==> src/rtl/mandelbrot_pkg.sv <==
// Shared types and constants for the Mandelbrot pixel engine.
// Holds the FSM state encoding and default fixed-point parameters.
// Fixed-point format is 2.(WIDTH-2) two's complement.
package mandelbrot_pkg;

  localparam int DEF_WIDTH      = 8;
  localparam int DEF_ITER_WIDTH = 6;

  // 1.0 in the default 2.(WIDTH-2) format
  localparam int FX_ONE = 1 << (DEF_WIDTH - 2);

  typedef enum logic [1:0] {
    ST_IDLE = 2'd0,
    ST_ITER = 2'd1,
    ST_DONE = 2'd2
  } state_t;

endpackage

==> src/rtl/mandelbrot_pixel_engine_if.sv <==
// Request/result handshake bundle for the pixel engine.
// master = producer of requests and consumer of results; slave = engine.
// Widths follow the engine's WIDTH / ITER_WIDTH parameters.
interface mandelbrot_pixel_engine_if #(
  parameter int WIDTH      = 8,
  parameter int ITER_WIDTH = 6
);

  logic                  in_valid;
  logic                  in_ready;
  logic [WIDTH-1:0]      in_cr;
  logic [WIDTH-1:0]      in_ci;
  logic [ITER_WIDTH-1:0] max_iter;
  logic                  out_valid;
  logic                  out_ready;
  logic [ITER_WIDTH-1:0] out_iter;
  logic                  out_escaped;

  modport master (
    output in_valid, in_cr, in_ci, max_iter, out_ready,
    input  in_ready, out_valid, out_iter, out_escaped
  );

  modport slave (
    input  in_valid, in_cr, in_ci, max_iter, out_ready,
    output in_ready, out_valid, out_iter, out_escaped
  );

endinterface

==> src/rtl/mandelbrot_alu.sv <==
// One combinational Mandelbrot step: z' = z^2 + c, plus escape flags.
// Latency: zero cycles (purely combinational).
// No backpressure; size is judged on the current z, overflow on z'.
module mandelbrot_alu
  import mandelbrot_pkg::*;
#(
  parameter int WIDTH = DEF_WIDTH
) (
  input  logic [WIDTH-1:0] zr,
  input  logic [WIDTH-1:0] zi,
  input  logic [WIDTH-1:0] cr,
  input  logic [WIDTH-1:0] ci,
  output logic [WIDTH-1:0] out_zr,
  output logic [WIDTH-1:0] out_zi,
  output logic             size,
  output logic             overflow
);

  localparam int FRAC = WIDTH - 2;
  // Products carry 2*FRAC fraction bits; two guard bits keep sums exact.
  localparam int PW   = 2 * WIDTH + 2;

  // 4.0 at product scale, i.e. |z|^2 > 4 means |z| > 2
  localparam logic signed [PW-1:0] FOUR =
    {{(PW - 2*FRAC - 3){1'b0}}, 3'b100, {(2*FRAC){1'b0}}};

  logic signed [PW-1:0] zr_x, zi_x, cr_x, ci_x;
  logic signed [PW-1:0] zr2, zi2, zrzi, sum_sq;
  logic signed [PW-1:0] nr, ni;

  assign zr_x = {{(PW-WIDTH){zr[WIDTH-1]}}, zr};
  assign zi_x = {{(PW-WIDTH){zi[WIDTH-1]}}, zi};
  assign cr_x = {{(PW-WIDTH){cr[WIDTH-1]}}, cr};
  assign ci_x = {{(PW-WIDTH){ci[WIDTH-1]}}, ci};

  assign zr2    = zr_x * zr_x;
  assign zi2    = zi_x * zi_x;
  assign zrzi   = zr_x * zi_x;
  assign sum_sq = zr2 + zi2;

  // Full-precision next z, rescaled back to FRAC fraction bits
  assign nr = ((zr2 - zi2) >>> FRAC) + cr_x;
  assign ni = ((zrzi <<< 1) >>> FRAC) + ci_x;

  assign out_zr = nr[WIDTH-1:0];
  assign out_zi = ni[WIDTH-1:0];

  assign size = (sum_sq > FOUR);

  // Next z does not fit when the bits above the sign bit disagree with it
  assign overflow = ((nr[PW-1:WIDTH-1] != '0) && (nr[PW-1:WIDTH-1] != '1)) ||
                    ((ni[PW-1:WIDTH-1] != '0) && (ni[PW-1:WIDTH-1] != '1));

endmodule

==> src/rtl/mandelbrot_pixel_engine.sv <==
// Escape-time iteration engine for one Mandelbrot pixel per request.
// Latency: k+1 cycles from accept to out_valid, k = iterations completed.
// Accepts only in IDLE; result held in DONE until out_ready.
module mandelbrot_pixel_engine
  import mandelbrot_pkg::*;
#(
  parameter int WIDTH      = DEF_WIDTH,
  parameter int ITER_WIDTH = DEF_ITER_WIDTH
) (
  input  logic                        clk,
  input  logic                        rst_n,
  mandelbrot_pixel_engine_if.slave    bus
);

  state_t                state_q, state_d;
  logic [WIDTH-1:0]      zr_q, zi_q, cr_q, ci_q;
  logic [ITER_WIDTH-1:0] iter_q, max_lat_q, res_iter_q;
  logic                  res_esc_q;

  logic [WIDTH-1:0]      alu_zr, alu_zi;
  logic                  alu_size, alu_ovf;

  logic                  accept, step, finish, fin_esc;

  mandelbrot_alu #(.WIDTH(WIDTH)) u_alu (
    .zr       (zr_q),
    .zi       (zi_q),
    .cr       (cr_q),
    .ci       (ci_q),
    .out_zr   (alu_zr),
    .out_zi   (alu_zi),
    .size     (alu_size),
    .overflow (alu_ovf)
  );

  // State register
  always_ff @(posedge clk or negedge rst_n) begin
    if (!rst_n) state_q <= ST_IDLE;
    else        state_q <= state_d;
  end

  // Next-state and datapath control; escape beats the limit in the same cycle
  always_comb begin
    state_d = state_q;
    accept  = 1'b0;
    step    = 1'b0;
    finish  = 1'b0;
    fin_esc = 1'b0;
    case (state_q)
      ST_IDLE: begin
        if (bus.in_valid) begin
          accept  = 1'b1;
          state_d = ST_ITER;
        end
      end
      ST_ITER: begin
        if (alu_size || alu_ovf) begin
          finish  = 1'b1;
          fin_esc = 1'b1;
          state_d = ST_DONE;
        end else if (iter_q == max_lat_q) begin
          finish  = 1'b1;
          state_d = ST_DONE;
        end else begin
          step = 1'b1;
        end
      end
      ST_DONE: begin
        if (bus.out_ready) state_d = ST_IDLE;
      end
      default: state_d = ST_IDLE;
    endcase
  end

  // z, c, limit and counter registers; c and limit only change on accept
  always_ff @(posedge clk or negedge rst_n) begin
    if (!rst_n) begin
      zr_q      <= '0;
      zi_q      <= '0;
      cr_q      <= '0;
      ci_q      <= '0;
      max_lat_q <= '0;
      iter_q    <= '0;
    end else if (accept) begin
      zr_q      <= '0;
      zi_q      <= '0;
      cr_q      <= bus.in_cr;
      ci_q      <= bus.in_ci;
      max_lat_q <= bus.max_iter;
      iter_q    <= '0;
    end else if (step) begin
      zr_q   <= alu_zr;
      zi_q   <= alu_zi;
      iter_q <= iter_q + 1'b1;
    end
  end

  // Result registers, written once when iteration stops
  always_ff @(posedge clk or negedge rst_n) begin
    if (!rst_n) begin
      res_iter_q <= '0;
      res_esc_q  <= 1'b0;
    end else if (finish) begin
      res_iter_q <= iter_q;
      res_esc_q  <= fin_esc;
    end
  end

  assign bus.in_ready    = (state_q == ST_IDLE);
  assign bus.out_valid   = (state_q == ST_DONE);
  assign bus.out_iter    = res_iter_q;
  assign bus.out_escaped = res_esc_q;

endmodule

==> src/flat_wrapper.sv <==
// flat-port wrapper written by rule: the top's interface ports become plain ports
module mandelbrot_pixel_engine_flat import mandelbrot_pkg::*;
#(
  parameter int WIDTH      = DEF_WIDTH,
  parameter int ITER_WIDTH = DEF_ITER_WIDTH
)
  (clk, rst_n, bus_in_valid, bus_in_cr, bus_in_ci, bus_max_iter, bus_out_ready, bus_in_ready, bus_out_valid, bus_out_iter, bus_out_escaped);
  mandelbrot_pixel_engine_if #(.WIDTH(WIDTH), .ITER_WIDTH(ITER_WIDTH)) bus_i ();
  input  logic clk;
  input  logic rst_n;
  input wire logic [$bits(bus_i.in_valid)-1:0] bus_in_valid;
  input wire logic [$bits(bus_i.in_cr)-1:0] bus_in_cr;
  input wire logic [$bits(bus_i.in_ci)-1:0] bus_in_ci;
  input wire logic [$bits(bus_i.max_iter)-1:0] bus_max_iter;
  input wire logic [$bits(bus_i.out_ready)-1:0] bus_out_ready;
  output wire logic [$bits(bus_i.in_ready)-1:0] bus_in_ready;
  output wire logic [$bits(bus_i.out_valid)-1:0] bus_out_valid;
  output wire logic [$bits(bus_i.out_iter)-1:0] bus_out_iter;
  output wire logic [$bits(bus_i.out_escaped)-1:0] bus_out_escaped;
  assign bus_i.in_valid = bus_in_valid;
  assign bus_i.in_cr = bus_in_cr;
  assign bus_i.in_ci = bus_in_ci;
  assign bus_i.max_iter = bus_max_iter;
  assign bus_i.out_ready = bus_out_ready;
  assign bus_in_ready = bus_i.in_ready;
  assign bus_out_valid = bus_i.out_valid;
  assign bus_out_iter = bus_i.out_iter;
  assign bus_out_escaped = bus_i.out_escaped;
  mandelbrot_pixel_engine #(.WIDTH(WIDTH), .ITER_WIDTH(ITER_WIDTH)) u_core (.clk(clk), .rst_n(rst_n), .bus(bus_i));
endmodule
==> config.mk <==
export PLATFORM = sky130hd
export DESIGN_NAME = mandelbrot_pixel_engine_flat
export DESIGN_NICKNAME = d
export VERILOG_FILES = /design/src/rtl/mandelbrot_pkg.sv /design/src/rtl/mandelbrot_pixel_engine_if.sv /design/src/rtl/mandelbrot_alu.sv /design/src/rtl/mandelbrot_pixel_engine.sv /design/src/flat_wrapper.sv
export SDC_FILE = /design/constraint.sdc
export NUM_CORES = 1
export LEC_CHECK = 0
export CAP_MARGIN = 10
export CORE_MARGIN = 2
export CORE_UTILIZATION = 50
export DETAILED_ROUTE_END_ITERATION = 10
export PLACE_DENSITY_LB_ADDON = 0.2
export SETUP_SLACK_MARGIN = 0.15
export SKIP_CTS_REPAIR_TIMING = 1
export SYNTH_ARGS = -nofsm -noshare
export SYNTH_HDL_FRONTEND = slang
export SYNTH_SLANG_ARGS = --single-unit
==> constraint.sdc <==
create_clock -name clk -period 18.64 [get_ports clk]
set_input_delay 3.728 -clock clk [delete_from_list [all_inputs] [get_ports clk]]
set_output_delay 3.728 -clock clk [all_outputs]
set_load 0.02 [all_outputs]
==> flow_metrics.tcl <==
set metrics [dict create \
    placed_cell_area_mm2 0.0117 \
    maxSlewHeadroom_pct 38.0 \
    syn_area_per_cell_um2 8.69 \
    cp-start-kind "flip-flop" \
    arrival_ns 9.46 \
    synth.area.top_cells "fa_1 (26%), ha_1 (15%), dfrtp_1 (12%)" \
    nFillCells 2060 \
    ys.flop_type "dfrtp_1" \
    crit_path_end_kind "flip-flop" \
    synth_nets 1588 \
    grt_max_degree 54 \
    numPortBuffers 34 \
    via_per_inst 5.26 \
    synth.distinct_cells 68 \
    grt_pass1_wl_um 41200 \
    layout_min_cycle_time_ns 9.28 \
    max_clock_freq_mhz 108 \
    p_per_area_mw_per_mm2 57.9 \
    drt_iter0_drc 325 \
    first_global_vias 8571 \
    antenna_cells 0 \
    areaGrowthSynthToFinish_pct 6.11 \
    synth_top_area_share_pct 26.2 \
    grt_overflow 0 \
    die_area_mm2 0.0235 \
    fin_util_pct 54.1 \
    setup_viol 0 \
    place_inst 1563 \
    hold_viol_final 0 \
    min_path_cells 2 \
    die_y_um 153 \
    fp.dieW_um 153 \
    fin_crit_sh_pct 49.8 \
    routedWlPerCell_um 15.2 \
    crit_slowest_cell "dfrtp_1" \
    std_cell_rows 54 \
    synth_enable_flop_cells 0 \
    power_mw 0.685 \
    yosys.area.top_type "fa_1" \
    start_util_pct 51.0 \
    synthArstFlopShare_pct 100 \
    final_common_cell "inv_1" \
    cp.required_ns 18.82 \
    antenna_found_initial 0 \
    drc 0 \
    coreArea_mm2 0.0219 \
    netlist_instances 1284 \
    final.setup.worst_slack_ns 9.36 \
    syn_area_mm2 0.0112 \
    crit_type "reg -> reg" \
    status "finished, final reports clean" \
    leakagePower_nw 6.01 \
    cts_buffers 5 \
    dpl.hpwl_um 20000 \
    cap_violations 0 \
    final_cell_area_mm2 0.0118 \
    hold_path_class "reg -> reg" \
    cts_max_path_buffers 2 \
    clk_pin_slew_worst_paths_ns 0.07 \
    cts.sink_count 53 \
    synth.ff_latch_count 53 \
    layout_common_cells "inv_1 (243), nand2_1 (149), fa_1 (146)" \
    setup_tns_ns 0 \
    ys_seq_area_share_pct 11.9 \
    max-vdd-ir-drop_uv 71.0 \
    cts_tree "built" \
    wl_um 23900 \
    yosysWarnings 0 \
    gp_congestion 0.862 \
    tightest_slew_ns 0.923 \
    fin_nets 1594 \
    pin_count 35 \
    clockRootBuffer "clkbuf_16" \
    reg2reg_depth 31 \
    htree_levels 2 \
    fin_cells 1571 \
    preCtsSetupSlack_ns 9.33 \
    worst-path-max-fanout 20 \
    firstDrtPassIters 5 \
    grt_setup_unrepaired "false" \
    skew_ns 0.00895 \
    clk_latency_ns 0.30 \
    hold_slack_ns 0.490 \
    antenna_left 0 \
    globalRouteTotalUtil_pct 21.2 \
    slew_viol_final 0 \
    slowest_delay_ns 0.81 \
    routed-via-count 8256 \
    drive_gt1_share_pct 3.25 \
]
-- cells by family (layout without fill, tap and decap cells) --
kind of cell	Yosys count	count (layout)	share of synthesized area (%)
simple gates	376	376	16.7
buf+inv	286	293	9.99
fa+ha+maj	278	278	41.0
compound gates	164	164	9.82
xor+xnor	97	97	7.61
flops	53	53	11.9
mux	30	30	3.00
-- worst max-delay path: cells and delay by family, from the launching register on --
| kind | cells | cell delay (ns) |
|---|---|---|
| compound gates | 10 | 3.19 |
| fa+ha+maj | 7 | 2.75 |
| simple gates | 7 | 1.19 |
| flops | 1 | 0.81 |
| xor+xnor | 3 | 0.45 |
| buf+inv | 3 | 0.43 |
| mux | 1 | 0.34 |
-- sequential cells by signal, indices dropped and copies added, names as in the netlist, 2 cells and up --
signal and count:
u_core.state_q 2, u_core.zr_q 8, u_core.zi_q 8, u_core.max_lat_q 6, u_core.ci_q 8, u_core.bus.out_iter 6
u_core.cr_q 8, u_core.iter_q 6
-- cell type report --
type | count | area, µm² | area share, %
clock buffers | 6 | 129 | 1.09
clock inverters | 2 | 10.0 | 0.0845
inverters | 243 | 912 | 7.70
flip-flops and latches | 53 | 1330 | 11.2
repair buffers | 42 | 395 | 3.34
multi-input cells | 945 | 8720 | 73.6
well taps | 280 | 350 | 2.96
-- cell usage after synthesis (all sizes together), types with 3 or more instances --
| library cell | count |
|---|---|
| o31a | 4 |
| or2 | 10 |
| or4 | 3 |
| nand3b | 6 |
| nor4 | 4 |
| inv | 243 |
| and2 | 53 |
| o2111ai | 4 |
| nand3 | 12 |
| nor3 | 13 |
| and3 | 8 |
| o21ai | 21 |
| dfrtp | 53 |
| o41ai | 3 |
| mux2 | 10 |
| a21boi | 3 |
| nor2b | 20 |
| buf | 8 |
| clkbuf | 35 |
| a31o | 3 |
| a21o | 14 |
| fa | 146 |
| o211ai | 6 |
| a211oi | 6 |
| a21oi | 53 |
| o31ai | 3 |
| xor2 | 22 |
| nand4 | 9 |
| mux2i | 20 |
| nand2 | 149 |
| ha | 132 |
| nand2b | 16 |
| xnor2 | 75 |
| or3 | 7 |
| a31oi | 4 |
| a221oi | 3 |
| nor2 | 57 |
| o21bai | 18 |
-- worst paths after layout --
path                                     start                endpoint  slack (ns)
worst max-delay path            u_core.zi_q[7]  u_core.bus.out_iter[2]        9.36
worst min-delay path            u_core.ci_q[2]          u_core.ci_q[2]        0.49
worst max register to register  u_core.zi_q[7]  u_core.bus.out_iter[2]        9.36
worst min register to register  u_core.ci_q[2]          u_core.ci_q[2]        0.49
max in group asynchronous                rst_n  u_core.bus.out_iter[4]       14.62
min in group asynchronous                rst_n          u_core.ci_q[3]        3.55
-- power by group --
group	internal [mW]	leakage [nW]	switching [mW]
Combinational	0.178	5.24	0.245
Sequential	0.142	0.697	0.0267
Clock	0.0495	0.0706	0.0431
Total	0.370	6.01	0.315
-- routing by layer --
layer / vias up / global-route usage [%] / wire length, µm / share of wire, %
li1: 4090 / - / - / -
met1: 4056 / 28.6 / 11100 / 46
met2: 85 / 37.0 / 11800 / 49
met3: 25 / 3.37 / 768 / 3.2
met4: 0 / 2.88 / 282 / 1.2
met5: - / 0 / 0 / 0
Note: power is estimated with default switching activity, not from simulation.
==> patch 1 (same settings) <==
Set the package constant `DEF_WIDTH` to 9 (it was 8).
--- a/src/rtl/mandelbrot_pkg.sv
+++ b/src/rtl/mandelbrot_pkg.sv
@@ -5,3 +5,3 @@
 
-  localparam int DEF_WIDTH      = 8;
+  localparam int DEF_WIDTH      = 9;
   localparam int DEF_ITER_WIDTH = 6;
Ports: changed (resized bus_in_ci and bus_in_cr); port bits go from 35 to 37. The function was not compared with the original's and may differ.
==> patch 1 against the original RTL <==
First-iteration DRC count up 46%; synthesized area up 18%; critical path depth up 2; synthesized cell count up 13%; core utilization up 0.18 points; routed wire length up 25%; total power up 54%; global-route usage up 1.6 points; sequential cell count up 4; design area up 19%; setup slack worse by 0.34 ns.
==> patch 1: results (changes against the original RTL) <==
metric,value,unit,change
clk_buf instances,10,,was 6
Lkg Pwr,7.65,nW,was 6.01 nW
run status,completed,,unchanged
arrival time worst endpoint,9.83,ns,was 9.46 ns
share of synthesized area spent on multiplexers,0.0522,,was 0.0300
Non-Clock Inverter Count,259,,was 243
top post-synthesis cells by count,"256 x sky130_fd_sc_hd__inv_1, 190 x sky130_fd_sc_hd__fa_1, 170 x sky130_fd_sc_hd__ha_1, 144 x sky130_fd_sc_hd__nand2_1, 82 x sky130_fd_sc_hd__nor2_1",,"was 243 x sky130_fd_sc_hd__inv_1, 149 x sky130_fd_sc_hd__nand2_1, 146 x sky130_fd_sc_hd__fa_1, 132 x sky130_fd_sc_hd__ha_1, 75 x sky130_fd_sc_hd__xnor2_1"
fraction of the mapped netlist area in adder cells,0.452,,was 0.410
Area after DPL,0.0138,mm2,was 0.0117 mm2
worst-case headroom to the max-slew limit,0.414,,was 0.380
post-synthesis compound-gate area fraction,0.0934,,was 0.0982
terminating pin of the worst hold path,u_core.cr_q[7],,was u_core.ci_q[2]
Post-Route WL,29.8,mm,was 23.9 mm
global-route met3 utilization,0.0231,,was 0.0337
final-layout clock-cell area share,0.0210,,was 0.0117
GRT Total Usage,0.228,,was 0.212
register bit total from synthesis,57,,was 53
Fill cells,2370,,was 2060
Hold WS,0.511,ns,was 0.490 ns
setup slack of the critical path after layout,9.02,ns,was 9.36 ns
Critical Path Max Stage Delay,0.77,ns,was 0.81 ns
routed length on met3,1.16,mm,was 768 um
number of vias in the routed layout,9752,,was 8256
total area of multi-input combinational cells,0.0105,mm2,was 0.00872 mm2
global routing usage on met1,0.318,,was 0.286
minimum setup slack after placement,9.05,ns,was 9.33 ns
detailed-placement wirelength estimate,24.6,mm,was 20.0 mm
final non-filler cell total,1791,,was 1571
"Reg clk slew, reported paths",0.05,ns,was 0.07 ns
count of different cell masters after synthesis,64,,was 68
sequential cell area share,0.101,,was 0.112
count of input and output buffers,36,,was 34
met1 routed wirelength after detailed routing,13.7,mm,was 11.1 mm
maximum vdd drop,0.142,mV,was 0.0710 mV
share of final-layout standard cells stronger than drive strength 1,0.0446,,was 0.0325
## patch 1: cell count changes in the layout (fill, tap and decap cells not counted), moves of 12 or more
cell | before | now
sky130_fd_sc_hd__fa_1 | 146 | 190
sky130_fd_sc_hd__mux2_2 | 3 | 32
sky130_fd_sc_hd__o21a_1 | 1 | 13
sky130_fd_sc_hd__nor2_1 | 57 | 82
sky130_fd_sc_hd__ha_1 | 132 | 170
sky130_fd_sc_hd__xor2_1 | 22 | 37
sky130_fd_sc_hd__and2_1 | 53 | 32
sky130_fd_sc_hd__inv_1 | 243 | 256
## patch 1: where the power goes
group / leakage [nW] / switching [mW] / internal [mW]
sequential: 0.735 / 0.0331 / 0.155
combinational: 6.77 / 0.401 / 0.297
clock: 0.144 / 0.0632 / 0.106
## patch 1: critical path, delay by kind of cell, from the launching register on
kind,cells,cell delay [ns]
DFF,1,0.77
adders and majority gates,8,3.25
xor gates and xnor gates,1,0.18
buffers and inverters,5,0.56
AOI/OAI and AO/OA,11,2.73
and+or+nand+nor,6,1.30
muxes,2,0.69
==> patch 2 (same settings) <==
Made on the original files. Make the reset (`rst_n`) synchronous in 3 clocked blocks.
--- a/src/rtl/mandelbrot_pixel_engine.sv
+++ b/src/rtl/mandelbrot_pixel_engine.sv
@@ -36,3 +36,3 @@
   // State register
-  always_ff @(posedge clk or negedge rst_n) begin
+  always_ff @(posedge clk) begin
     if (!rst_n) state_q <= ST_IDLE;
@@ -75,3 +75,3 @@
   // z, c, limit and counter registers; c and limit only change on accept
-  always_ff @(posedge clk or negedge rst_n) begin
+  always_ff @(posedge clk) begin
     if (!rst_n) begin
@@ -98,3 +98,3 @@
   // Result registers, written once when iteration stops
-  always_ff @(posedge clk or negedge rst_n) begin
+  always_ff @(posedge clk) begin
     if (!rst_n) begin
Formal check against the unedited RTL: not equivalent (Yosys sat finds a counterexample within 4 cycles, from zero or initial values and one cycle with rst_n low; the reset may be asserted at any time).
==> patch 2 against the original RTL <==
Non-clock buffer count fell by 3; design area is 2.3% lower; sequential cell count stayed put; first-iteration DRC count rose by 14%; routed wire length fell by 2.3%; synthesized area fell by 2.3%; setup slack improved by 0.21 ns; synthesized cell count is 1.8% higher.
Power is not compared: it rests on default switching activity, and its combinational part moved more than twofold at a synthesized area within 25%.
==> patch 2: results (changes against the original RTL) <==
metric,value,unit,change
run status,completed,,unchanged
final routed wire length divided by cell count,14.8,um,was 15.2 um
worst min-delay path startpoint,u_core.bus.out_iter[1],,was u_core.ci_q[2]
sequential fraction of the synthesis area,0.0974,,was 0.119
drt via density,5.30,,was 5.26
RePlAce Congestion,0.828,,was 0.862
worst clock skew on the final layout,0.00609,ns,was 0.00895 ns
Critical-path top delay cell,sky130_fd_sc_hd__dfxtp_1,,was sky130_fd_sc_hd__dfrtp_1
count of input and output buffers,34,,unchanged
Fill cells,2077,,was 2060
Post-Route WL,23.4,mm,was 23.9 mm
fraction of registers with async set/reset,0,,was 1.00
top post-synthesis cells by count,"221 x sky130_fd_sc_hd__inv_1, 144 x sky130_fd_sc_hd__fa_1, 131 x sky130_fd_sc_hd__nand2_1, 128 x sky130_fd_sc_hd__ha_1, 68 x sky130_fd_sc_hd__a21oi_1",,"was 243 x sky130_fd_sc_hd__inv_1, 149 x sky130_fd_sc_hd__nand2_1, 146 x sky130_fd_sc_hd__fa_1, 132 x sky130_fd_sc_hd__ha_1, 75 x sky130_fd_sc_hd__xnor2_1"
number of global-route vias before repair,8255,,was 8571
terminus of the critical flop-to-flop path,u_core.state_q[1],,was u_core.bus.out_iter[2]
Critical Path Start,u_core.zi_q[7],,unchanged
r2r setup slk,9.57,ns,was 9.36 ns
worst-case headroom to the max-slew limit,0.285,,was 0.380
terminating pin of the worst hold path,u_core.bus.out_iter[1],,was u_core.ci_q[2]
top flip-flop cell by instance count after synthesis,sky130_fd_sc_hd__dfxtp_1,,was sky130_fd_sc_hd__dfrtp_1
Critical Path Max Stage Delay,0.84,ns,was 0.81 ns
share of final-layout standard cells stronger than drive strength 1,0.0246,,was 0.0325
GRT Total Usage,0.216,,was 0.212
cell count after synthesis,1307,,was 1284
pin count of the biggest net entering global routing,40,,was 54
synthesized netlist net count,1605,,was 1588
## patch 2: area by class of cell
cell class	count	area, um2	share of cell area
Sequential cell	53	1060	0.0917
Inverter	221	830	0.0717
Timing Repair Buffer	39	378	0.0326
Tap cell	280	350	0.0303
Clock buffer	6	139	0.0120
Clock inverter	2	13.8	0.00119
Multi-Input combinational cell	982	8800	0.761
## patch 2: layer usage
| layer | vias to the layer above | global-route usage | wire length (um) |
|---|---|---|---|
| met3 | 21 | 0.0284 | 962 |
| li1 | 4221 | - | - |
| met1 | 4020 | 0.299 | 10800 |
| met5 | - | 0 | 0 |
| met2 | 131 | 0.367 | 11200 |
| met4 | 0 | 0.0435 | 389 |
## patch 2: kinds of logic (layout without fill, tap and decap cells)
logic type | Yosys count | in the layout | synth area share
and+or+nand+nor | 370 | 370 | 0.167
adders and majority gates | 272 | 272 | 0.411
buffers and inverters | 272 | 268 | 0.0948
AOI/OAI and AO/OA | 241 | 241 | 0.147
xor gates and xnor gates | 81 | 81 | 0.0651
DFF | 53 | 53 | 0.0974
muxes | 18 | 18 | 0.0169
## patch 2: stage by stage
step | setup slack, ns | instance area [um2] | hold WS (ns) | power [mW] | utilization
after floorplan | 10.76 | 10900 | 0.447 | 0.171 | -
after global placement | 9.74 | 11400 | 0.446 | 0.192 | 0.528
after detailed placement | 9.59 | 11400 | 0.451 | 0.192 | 0.528
after CTS | 9.55 | 11600 | 0.463 | 0.288 | 0.535
after global routing | 8.73 | 11600 | 0.498 | 0.300 | 0.535
final | 9.57 | 11600 | 0.462 | 0.285 | 0.535
## patch 2: worst max-delay path: cells and delay by family, from the launching register on
kind / cells / cell delay (ns)
fa+ha+maj: 7 / 2.64
xor+xnor: 2 / 0.37
buf+inv: 2 / 0.48
simple gates: 6 / 1.17
flops: 1 / 0.84
compound gates: 14 / 3.44
